## src/rtl/debounce_pkg.sv

```systemverilog
// Shared definitions for the push-button debounce path: FSM state encoding
// and default parameter values.
package debounce_pkg;

  typedef enum logic [1:0] {
    IDLE_LOW    = 2'd0,
    CNT_HIGH    = 2'd1,
    STABLE_HIGH = 2'd2,
    CNT_LOW     = 2'd3
  } db_state_e;

  localparam int DEF_SYNC_STAGES     = 2;
  localparam int DEF_DEBOUNCE_CYCLES = 4;

endpackage

```

## src/rtl/btn_synchronizer.sv

```systemverilog
// Multi-flop synchronizer for an asynchronous single-bit input.
// Shared by every asynchronous level input in the codebase.
module btn_synchronizer
  import debounce_pkg::*;
#(
  parameter int SYNC_STAGES = DEF_SYNC_STAGES
) (
  input  logic clk,
  input  logic rst,
  input  logic d,
  output logic q
);

  logic [SYNC_STAGES-1:0] sync_pipe;

  always_ff @(posedge clk or posedge rst) begin
    if (rst) sync_pipe <= '0;
    else     sync_pipe <= {sync_pipe[SYNC_STAGES-2:0], d};
  end

  assign q = sync_pipe[SYNC_STAGES-1];

endmodule

```

## src/rtl/t_pulse_debouncer.sv

```systemverilog
// Debounces a raw push-button and emits one single-cycle toggle-enable pulse
// per qualified press, for the downstream T flip-flop.
module t_pulse_debouncer
  import debounce_pkg::*;
#(
  parameter int SYNC_STAGES     = DEF_SYNC_STAGES,
  parameter int DEBOUNCE_CYCLES = DEF_DEBOUNCE_CYCLES
) (
  input  logic clk,
  input  logic rst,
  input  logic btn,
  output logic t,
  output logic btn_stable,
  output logic busy
);

  localparam int            CW      = $clog2(DEBOUNCE_CYCLES + 1);
  localparam logic [CW-1:0] CNT_MAX = CW'(DEBOUNCE_CYCLES);
  localparam logic [CW-1:0] CNT_ONE = CW'(1);

  logic          sync_btn;
  db_state_e     state, state_nxt;
  logic [CW-1:0] cnt, cnt_nxt;
  logic          pulse_nxt;

  btn_synchronizer #(.SYNC_STAGES(SYNC_STAGES)) u_sync (
    .clk (clk),
    .rst (rst),
    .d   (btn),
    .q   (sync_btn)
  );

  always_comb begin
    state_nxt = state;
    cnt_nxt   = cnt;
    case (state)
      IDLE_LOW: begin
        cnt_nxt = '0;
        if (sync_btn) begin
          state_nxt = CNT_HIGH;
          cnt_nxt   = CNT_ONE;
        end
      end
      CNT_HIGH: begin
        if (!sync_btn) begin
          state_nxt = IDLE_LOW;
          cnt_nxt   = '0;
        end else if (cnt == CNT_MAX) begin
          state_nxt = STABLE_HIGH;
          cnt_nxt   = '0;
        end else begin
          cnt_nxt = cnt + CNT_ONE;
        end
      end
      STABLE_HIGH: begin
        cnt_nxt = '0;
        if (!sync_btn) begin
          state_nxt = CNT_LOW;
          cnt_nxt   = CNT_ONE;
        end
      end
      CNT_LOW: begin
        if (sync_btn) begin
          state_nxt = STABLE_HIGH;
          cnt_nxt   = '0;
        end else if (cnt == CNT_MAX) begin
          state_nxt = IDLE_LOW;
          cnt_nxt   = '0;
        end else begin
          cnt_nxt = cnt + CNT_ONE;
        end
      end
      default: begin
        state_nxt = IDLE_LOW;
        cnt_nxt   = '0;
      end
    endcase
  end

  // Only a completed high qualification fires; a bounce back from CNT_LOW does not.
  assign pulse_nxt = (state == CNT_HIGH) && (state_nxt == STABLE_HIGH);

  always_ff @(posedge clk or posedge rst) begin
    if (rst) begin
      state <= IDLE_LOW;
      cnt   <= '0;
    end else begin
      state <= state_nxt;
      cnt   <= cnt_nxt;
    end
  end

  // Outputs are registered from the next-state decode so they track state with no comb path.
  always_ff @(posedge clk or posedge rst) begin
    if (rst) begin
      t          <= 1'b0;
      btn_stable <= 1'b0;
      busy       <= 1'b0;
    end else begin
      t          <= pulse_nxt;
      btn_stable <= (state_nxt == STABLE_HIGH) || (state_nxt == CNT_LOW);
      busy       <= (state_nxt == CNT_HIGH) || (state_nxt == CNT_LOW);
    end
  end

endmodule

```

## config.mk

```make
export PLATFORM = sky130hd
export DESIGN_NAME = t_pulse_debouncer
export DESIGN_NICKNAME = d
export VERILOG_FILES = /design/src/rtl/debounce_pkg.sv /design/src/rtl/btn_synchronizer.sv /design/src/rtl/t_pulse_debouncer.sv
export SDC_FILE = /design/constraint.sdc
export NUM_CORES = 1
export LEC_CHECK = 0
export CORE_AREA = 2 2 39 41
export CTS_CLUSTER_DIAMETER = 150
export DETAILED_ROUTE_END_ITERATION = 7
export DIE_AREA = 0 0 41 43
export PLACE_DENSITY_LB_ADDON = 0.2
export SYNTH_ARGS = -nofsm -noshare
export SYNTH_HDL_FRONTEND = slang
export SYNTH_HIERARCHICAL = 1
export SYNTH_SLANG_ARGS = --single-unit
```

## constraint.sdc

```tcl
create_clock -name clk -period 1.85 [get_ports clk]
set_input_delay 0.185 -clock clk [delete_from_list [all_inputs] [get_ports clk]]
set_output_delay 0.185 -clock clk [all_outputs]
set_load 0.02 [all_outputs]
```

==> results of run 1 <==
[power by group through the flow]
stage	clock, mW	sequential [mW]	combinational (mW)
finish	0.146	0.247	0.101
floorplan	0	0.258	0.0565
CTS	0.151	0.248	0.104
global route	0.161	0.251	0.114
detailed placement	0	0.251	0.103
global placement	0	0.249	0.0990
[cells by family (layout without fill, tap and decap cells)]
kind of cell,Yosys count,count (layout)
XOR/XNOR,1,1
AND/OR/NAND/NOR,7,7
flip-flops,9,9
multiplexers,1,1
AO/OA/AOI/OAI,3,3
buffers and inverters,4,13
adder cells (fa/ha/maj),2,2
[cell usage in the layout, fill, tap and decap left out]
cell,instances
and3_1,1
ha_1,2
clkbuf_4,3
clkdlybuf4s50_1,5
a21boi_1,1
o211a_1,1
mux2_1,1
nor2b_1,1
inv_1,4
a21o_1,1
dfrtp_1,9
nand3_2,1
and2_2,2
xor2_1,1
nor3b_1,2
clkbuf_1,1
[flip-flops by register name, summed over array words and instances, names as in the netlist]
register / count
cnt: 3
busy: 1
state: 1
u_sync/sync_pipe: 2
btn_stable: 1
t: 1
[routing by layer]
layer / vias to the layer above / part of all wire (%) / GRT usage (%)
met2: 4 / 52 / 13.8
met4: 0 / 0.68 / 6.00
li1: 104 / - / -
met3: 2 / 4.6 / 2.09
met5: - / 0 / 0
met1: 104 / 42 / 10.8
[area by class of cell]
type | count | share of cell area [%]
multi-input combinational | 14 | 26.7
inverter | 4 | 3.27
sequential | 9 | 49.0
tap | 16 | 4.36
clock buffer | 4 | 5.72
timing repair buffer | 5 | 10.9
[per-stage QoR]
stage | utilization (%) | cells | hold WS, ns | worst slack (ns) | power [mW]
floorplan | - | 27 | -0.0738 | 0.714 | 0.315
global placement | 31.3 | 48 | 0.338 | 0.663 | 0.348
detailed placement | 31.3 | 48 | 0.362 | 0.624 | 0.354
CTS | 33.2 | 52 | 0.105 | 0.381 | 0.502
global route | 33.2 | 52 | 0.117 | 0.333 | 0.526
finish | 33.2 | 52 | 0.111 | 0.388 | 0.495
[final timing paths]
kind	cells past startpoint	slack [ns]	endpoint	start
max in group asynchronous	2	1.44	t	rst
min in group clk	0	0.37	u_sync/sync_pipe[1]	u_sync/sync_pipe[0]
min reg2reg	0	0.37	u_sync/sync_pipe[1]	u_sync/sync_pipe[0]
min	2	0.11	u_sync/sync_pipe[1]	rst
max reg2reg	4	0.62	btn_stable	cnt[0]
max	1	0.39	btn_stable	btn_stable
==> metrics.md, run 1 <==
| Metric | Value |
|---|---|
| Routed via count | `214` |
| Post-synth top area cell | `dfrtp_1` |
| Maximum clock path buffer count | `2` |
| Final HPWL DP | `465 um` |
| PortBufs | `5` |
| Core Area | `1380 um2` |
| Sw Share | `27.1%` |
| Area occupied by multi-input gates | `between 100 and 150 um2` |
| Final net count | `42` |
| Hold Fails Final Rpt | `0` |
| TritonCTS Buffers | `3` |
| Mapped Cells | `27` |
| Netlist cell types | `13` |
| Top cells by area, synth | `dfrtp_1, ha_1, and2_2` |
| Root buf cell | `clkbuf_4` |
| Worst skew pair latency | `roughly 0.25 ns` |
| Seq/Total Area, Yosys | `62.1%` |
| Syn-to-layout area delta | `26.6%` |
| Setup TNS | `0 ns` |
| Net switching power | `0.134 mW` |
| CTS resizes | `0` |
| Crit-path max FO | `4` |
| Height of the die | `between 40 and 50 um` |
| Slew headroom | `around 80%` |
| Grt total ovfl | `0` |
| Most common cell in the netlist | `dfrtp_1` |
| Clk slew on worst S/H paths | `0.06 ns` |
| #FFs+latches synth | `9` |
| P per Cell Area | `1080 nW/um2` |
| Total Wirelength | `a little under 600 um` |
| Final Cell Area | `459 um2` |
| Average cell area after synthesis | `approximately 13 um2` |
| Area share of the largest cell type after synthesis | `62.1%` |
| Die area | `1760 um2` |
| CP Class | `reg2out` |
| Async SR Flop Fraction | `100%` |
| Unrepaired setup endpoints after global routing | `no` |
| Min Tclk post-route | `1.46 ns` |
| Mux share of post-synthesis cell area | `under 10%` |
| Post-Synthesis Cell Area | `363 um2` |
| Commonest cells post-synth | `dfrtp_1, inv_1, and2_2, ha_1, nor3b_1` |
| Largest net degree at the start of global routing | `8` |
| Antenna viol nets, final | `0` |
| Worst EP required | `1.66 ns` |
| Final cycle utilization of the critical path | `79.1%` |
| Simple-gate share of the synthesized area | `14.5%` |
| CP top delay family | `buffers and inverters` |
| Total track usage | `9.07%` |
| Post-synth EDFFs | `0` |
| Setup violators final | `0` |
| Hold Buf Count CTS | `0` |
| Ys flop type | `dfrtp_1` |
| Vias in the first global route | `253` |
| Worst Setup Start Kind | `register` |
| Peak supply drop | `425 uV` |
| Worst Skew | `0.00189 ns` |
| Storage cell area | `between 200 and 250 um2` |
| Syn Nets | `32` |
| Die X | `41 um` |
| Worst Tran Pin Value | `a little over 0.3 ns` |
| Fillers | `132` |
| Num Clock Sinks | `9` |
| Via/cell ratio | `slightly above 4` |
| # IOs | `6` |
| Drt first-iter violations | `1` |
| Clock power frac | `approximately 30%` |
| GPL Wtd Cong | `0.627` |
| Sequential power share | `50.0%` |
| # rows | `14` |
| Post-synthesis compound-gate area fraction | `6.90%` |
| CTS H-tree depth | `1` |
| Post-Synth Adder-Cell Area | `approximately 6.9%` |
| Dpl cell area | `433 um2` |
| Worst min-delay path class | `in2async` |
| Pint | `0.361 mW` |
| DRC viols | `0` |
| Leak pwr | `0.236 nW` |
| WL/cell | `11.4 um` |
| Setup bufs post-CTS | `0` |
| Endpoint class of the critical path | `output port` |
| Critical path data arrival time | `1.28 ns` |
| Slew Viols, Final | `0` |
| Max Cap Violations | `0` |
| Share of layout cells above drive strength 1 | `16.7%` |
| Slowest-stage cell, CP | `clkdlybuf4s50_1` |
| First-pass GRT wire length | `1.07 mm` |
| CTS tree | `built` |
| CP bufs+invs | `1` |
| Crit path largest cell delay | `~0.63 ns` |
| F_max | `roughly 0.7 GHz` |
| Main combinational cell family by area after synthesis | `simple AND/OR/NAND/NOR gates` |
| Synth warnings | `6` |
| Starting Density | `26.2%` |
| Critical-path cell list | `clkdlybuf4s50_1` |
| XOR/XNOR Fraction of Synth Area | `approximately 2.4%` |
| Antenna diode count | `0` |
| Logic pwr share | `20.5%` |
| DR pass1 iterations | `2` |
| Initial antenna violation count | `0` |
| Outcome | `finished clean` |
No activity file was read; power rests on OpenSTA's default activity.
==> inputs of run 2 (changes only) <==
- clock period: 1.85 -> 1.3 ns (I/O delays scaled with it)
==> run 2 against run 1 <==
Compared with the run above:
- critical path depth up 3
- sequential share of layout area down 0.92 points
- non-clock buffer count unchanged
- total power up 44%
- combinational power up 54%
- clock skew up 0.0016 ns
- global-route usage down 0.79 points
- register-to-register slack worse by 0.52 ns
- worst setup slack worse by 0.29 ns
- wire length down 10%
- final cell count unchanged
- sequential power up 42%
- critical endpoint is now btn_stable
- largest cell class unchanged
==> metrics.md, run 2 (same netlist as run 1, synthesis figures left out) <==
| Metric | Value |
|---|---|
| Met1 Use GR | `a little over 10%` |
| Die X | `roughly 41 um` |
| Clk slew on worst S/H paths | `0.06 ns` |
| Max Cap Violations | `0` |
| Biggest register | `cnt` |
| # IOs | `6` |
| Setup violators final | `0` |
| Worst Tran Pin Value | `0.315 ns` |
| Pint | `0.517 mW` |
| Setup bufs post-CTS | `0` |
| Height of the die | `between 40 and 50 um` |
| Critical path data arrival time | `1.33 ns` |
| Core Area | `1380 um2` |
| Share of layout cells above drive strength 1 | `about a fifth` |
| Antenna viol nets, final | `0` |
| Sw Share | `27.5%` |
| Worst Setup Start Kind | `register` |
| TritonCTS Buffers | `3` |
| CTS resizes | `3` |
| Routed via count | `216` |
| Root buf cell | `clkbuf_4` |
| P per Cell Area | `between 1500 and 2000 nW/um2` |
| Initial antenna violation count | `0` |
| Setup TNS | `0 ns` |
| Worst Skew | `0.00350 ns` |
| Critical-path cell list | `inv_1 -> ha_4 -> nand3_2 -> mux2_1` |
| Largest registers | `cnt (3), u_sync/sync_pipe (2)` |
| Total Wirelength | `532 um` |
| Outcome | `finished clean` |
| Final HPWL DP | `approximately 400 um` |
| Most frequent cells in the layout | `dfrtp_1, inv_1, clkbuf_4, dlygate4sd2_1` |
| Largest net degree at the start of global routing | `8` |
| CP Class | `reg2reg` |
| Most common cell after layout, fill and taps aside | `dfrtp_1` |
| Logic pwr share | `21.8%` |
| Grt met3 use | `1.57%` |
| Final cycle utilization of the critical path | `92.3%` |
| DRC viols | `0` |
| Syn-to-layout area delta | `29.0%` |
| Endpoint class of the critical path | `register` |
| Via/cell ratio | `4.15` |
| Max FFs per register | `3` |
| Vias in the first global route | `219` |
| Busiest grt layer | `met2` |
| Starting Density | `26.2%` |
| CP top delay family | `flip-flops` |
| First-pass GRT wire length | `910 um` |
| CTS tree | `built` |
| Sequential power share | `49.2%` |
| # rows | `14` |
| Unrepaired setup endpoints after global routing | `no` |
| Clock power frac | `about 29%` |
| Num Clock Sinks | `9` |
| Worst min-delay path class | `in2async` |
| Die area | `1760 um2` |
| Crit path largest cell delay | `0.39 ns` |
| PortBufs | `5` |
| Net switching power | `0.196 mW` |
| Met2 usage | `10.3%` |
| Drt first-iter violations | `2` |
| Hold Fails Final Rpt | `0` |
| Final net count | `42` |
| Slew headroom | `78.9%` |
| Antenna diode count | `0` |
| WL/cell | `roughly 10 um` |
| GPL Wtd Cong | `0.599` |
| Slowest-stage cell, CP | `dfrtp_1` |
| Worst skew pair latency | `0.25 ns` |
| Crit-path max FO | `4` |
| Fillers | `136` |
| Slew Viols, Final | `0` |
| Grt total ovfl | `0` |
| CP bufs+invs | `1` |
| Final Cell Area | `468 um2` |
| CTS H-tree depth | `1` |
| Peak supply drop | `560 uV` |
| Worst EP required | `1.43 ns` |
| F_max | `0.834 GHz` |
| Hold Buf Count CTS | `0` |
| Maximum clock path buffer count | `2` |
| DR pass1 iterations | `4` |
| Total track usage | `8.28%` |
| Leak pwr | `0.248 nW` |
| Min Tclk post-route | `around 1.2 ns` |
| Dpl cell area | `433 um2` |
-- run 2: layer usage --
metal / share of wire (%) / routed length [um] / up-vias
li1: - / - / 105
met1: 44 / 236 / 105
met2: 51 / 270 / 4
met3: 3.9 / 21 / 2
met4: 0.75 / 4 / 0
met5: 0 / 0 / -
-- run 2: path summary, 6_finish.rpt --
| check | from | endpoint | slack [ns] | cells past startpoint |
|---|---|---|---|---|
| worst max-delay path | cnt[0] | btn_stable | 0.10 | 4 |
| worst min-delay path | rst | u_sync/sync_pipe[1] | 0.05 | 2 |
| worst max register to register | cnt[0] | btn_stable | 0.10 | 4 |
| worst min register to register | u_sync/sync_pipe[0] | u_sync/sync_pipe[1] | 0.36 | 0 |
| max in group asynchronous | rst | t | 0.96 | 2 |
| min in group clk | btn | u_sync/sync_pipe[0] | 0.32 | 1 |
-- run 2: per-stage QoR --
step | hold WS (ns) | utilization (%) | instances | power [mW] | worst slack, ns
final | 0.0530 | 33.8 | 52 | 0.713 | 0.101
after global routing | 0.0574 | 33.8 | 52 | 0.767 | 0.0109
after CTS | 0.0458 | 32.9 | 52 | 0.707 | 0.0625
after detailed placement | 0.323 | 31.3 | 48 | 0.501 | 0.0750
after global placement | 0.313 | 31.3 | 48 | 0.497 | 0.105
after floorplan | -0.129 | - | 27 | 0.448 | 0.164
-- run 2: power groups by stage --
stage / registers, mW / logic, mW / clock network, mW
after global placement: 0.354 / 0.143 / 0
after global routing: 0.358 / 0.179 / 0.230
after floorplan: 0.367 / 0.0803 / 0
after CTS: 0.351 / 0.136 / 0.220
after detailed placement: 0.357 / 0.144 / 0
final: 0.351 / 0.156 / 0.206
-- run 2: layout make-up --
type / count / area, um2 / area share [%]
well taps: 16 / 20.0 / 4.28
flip-flops and latches: 9 / 225 / 48.1
clock buffers: 4 / 26.3 / 5.61
multi-input cells: 14 / 135 / 28.9
repair buffers: 5 / 46.3 / 9.89
inverters: 4 / 15.0 / 3.21
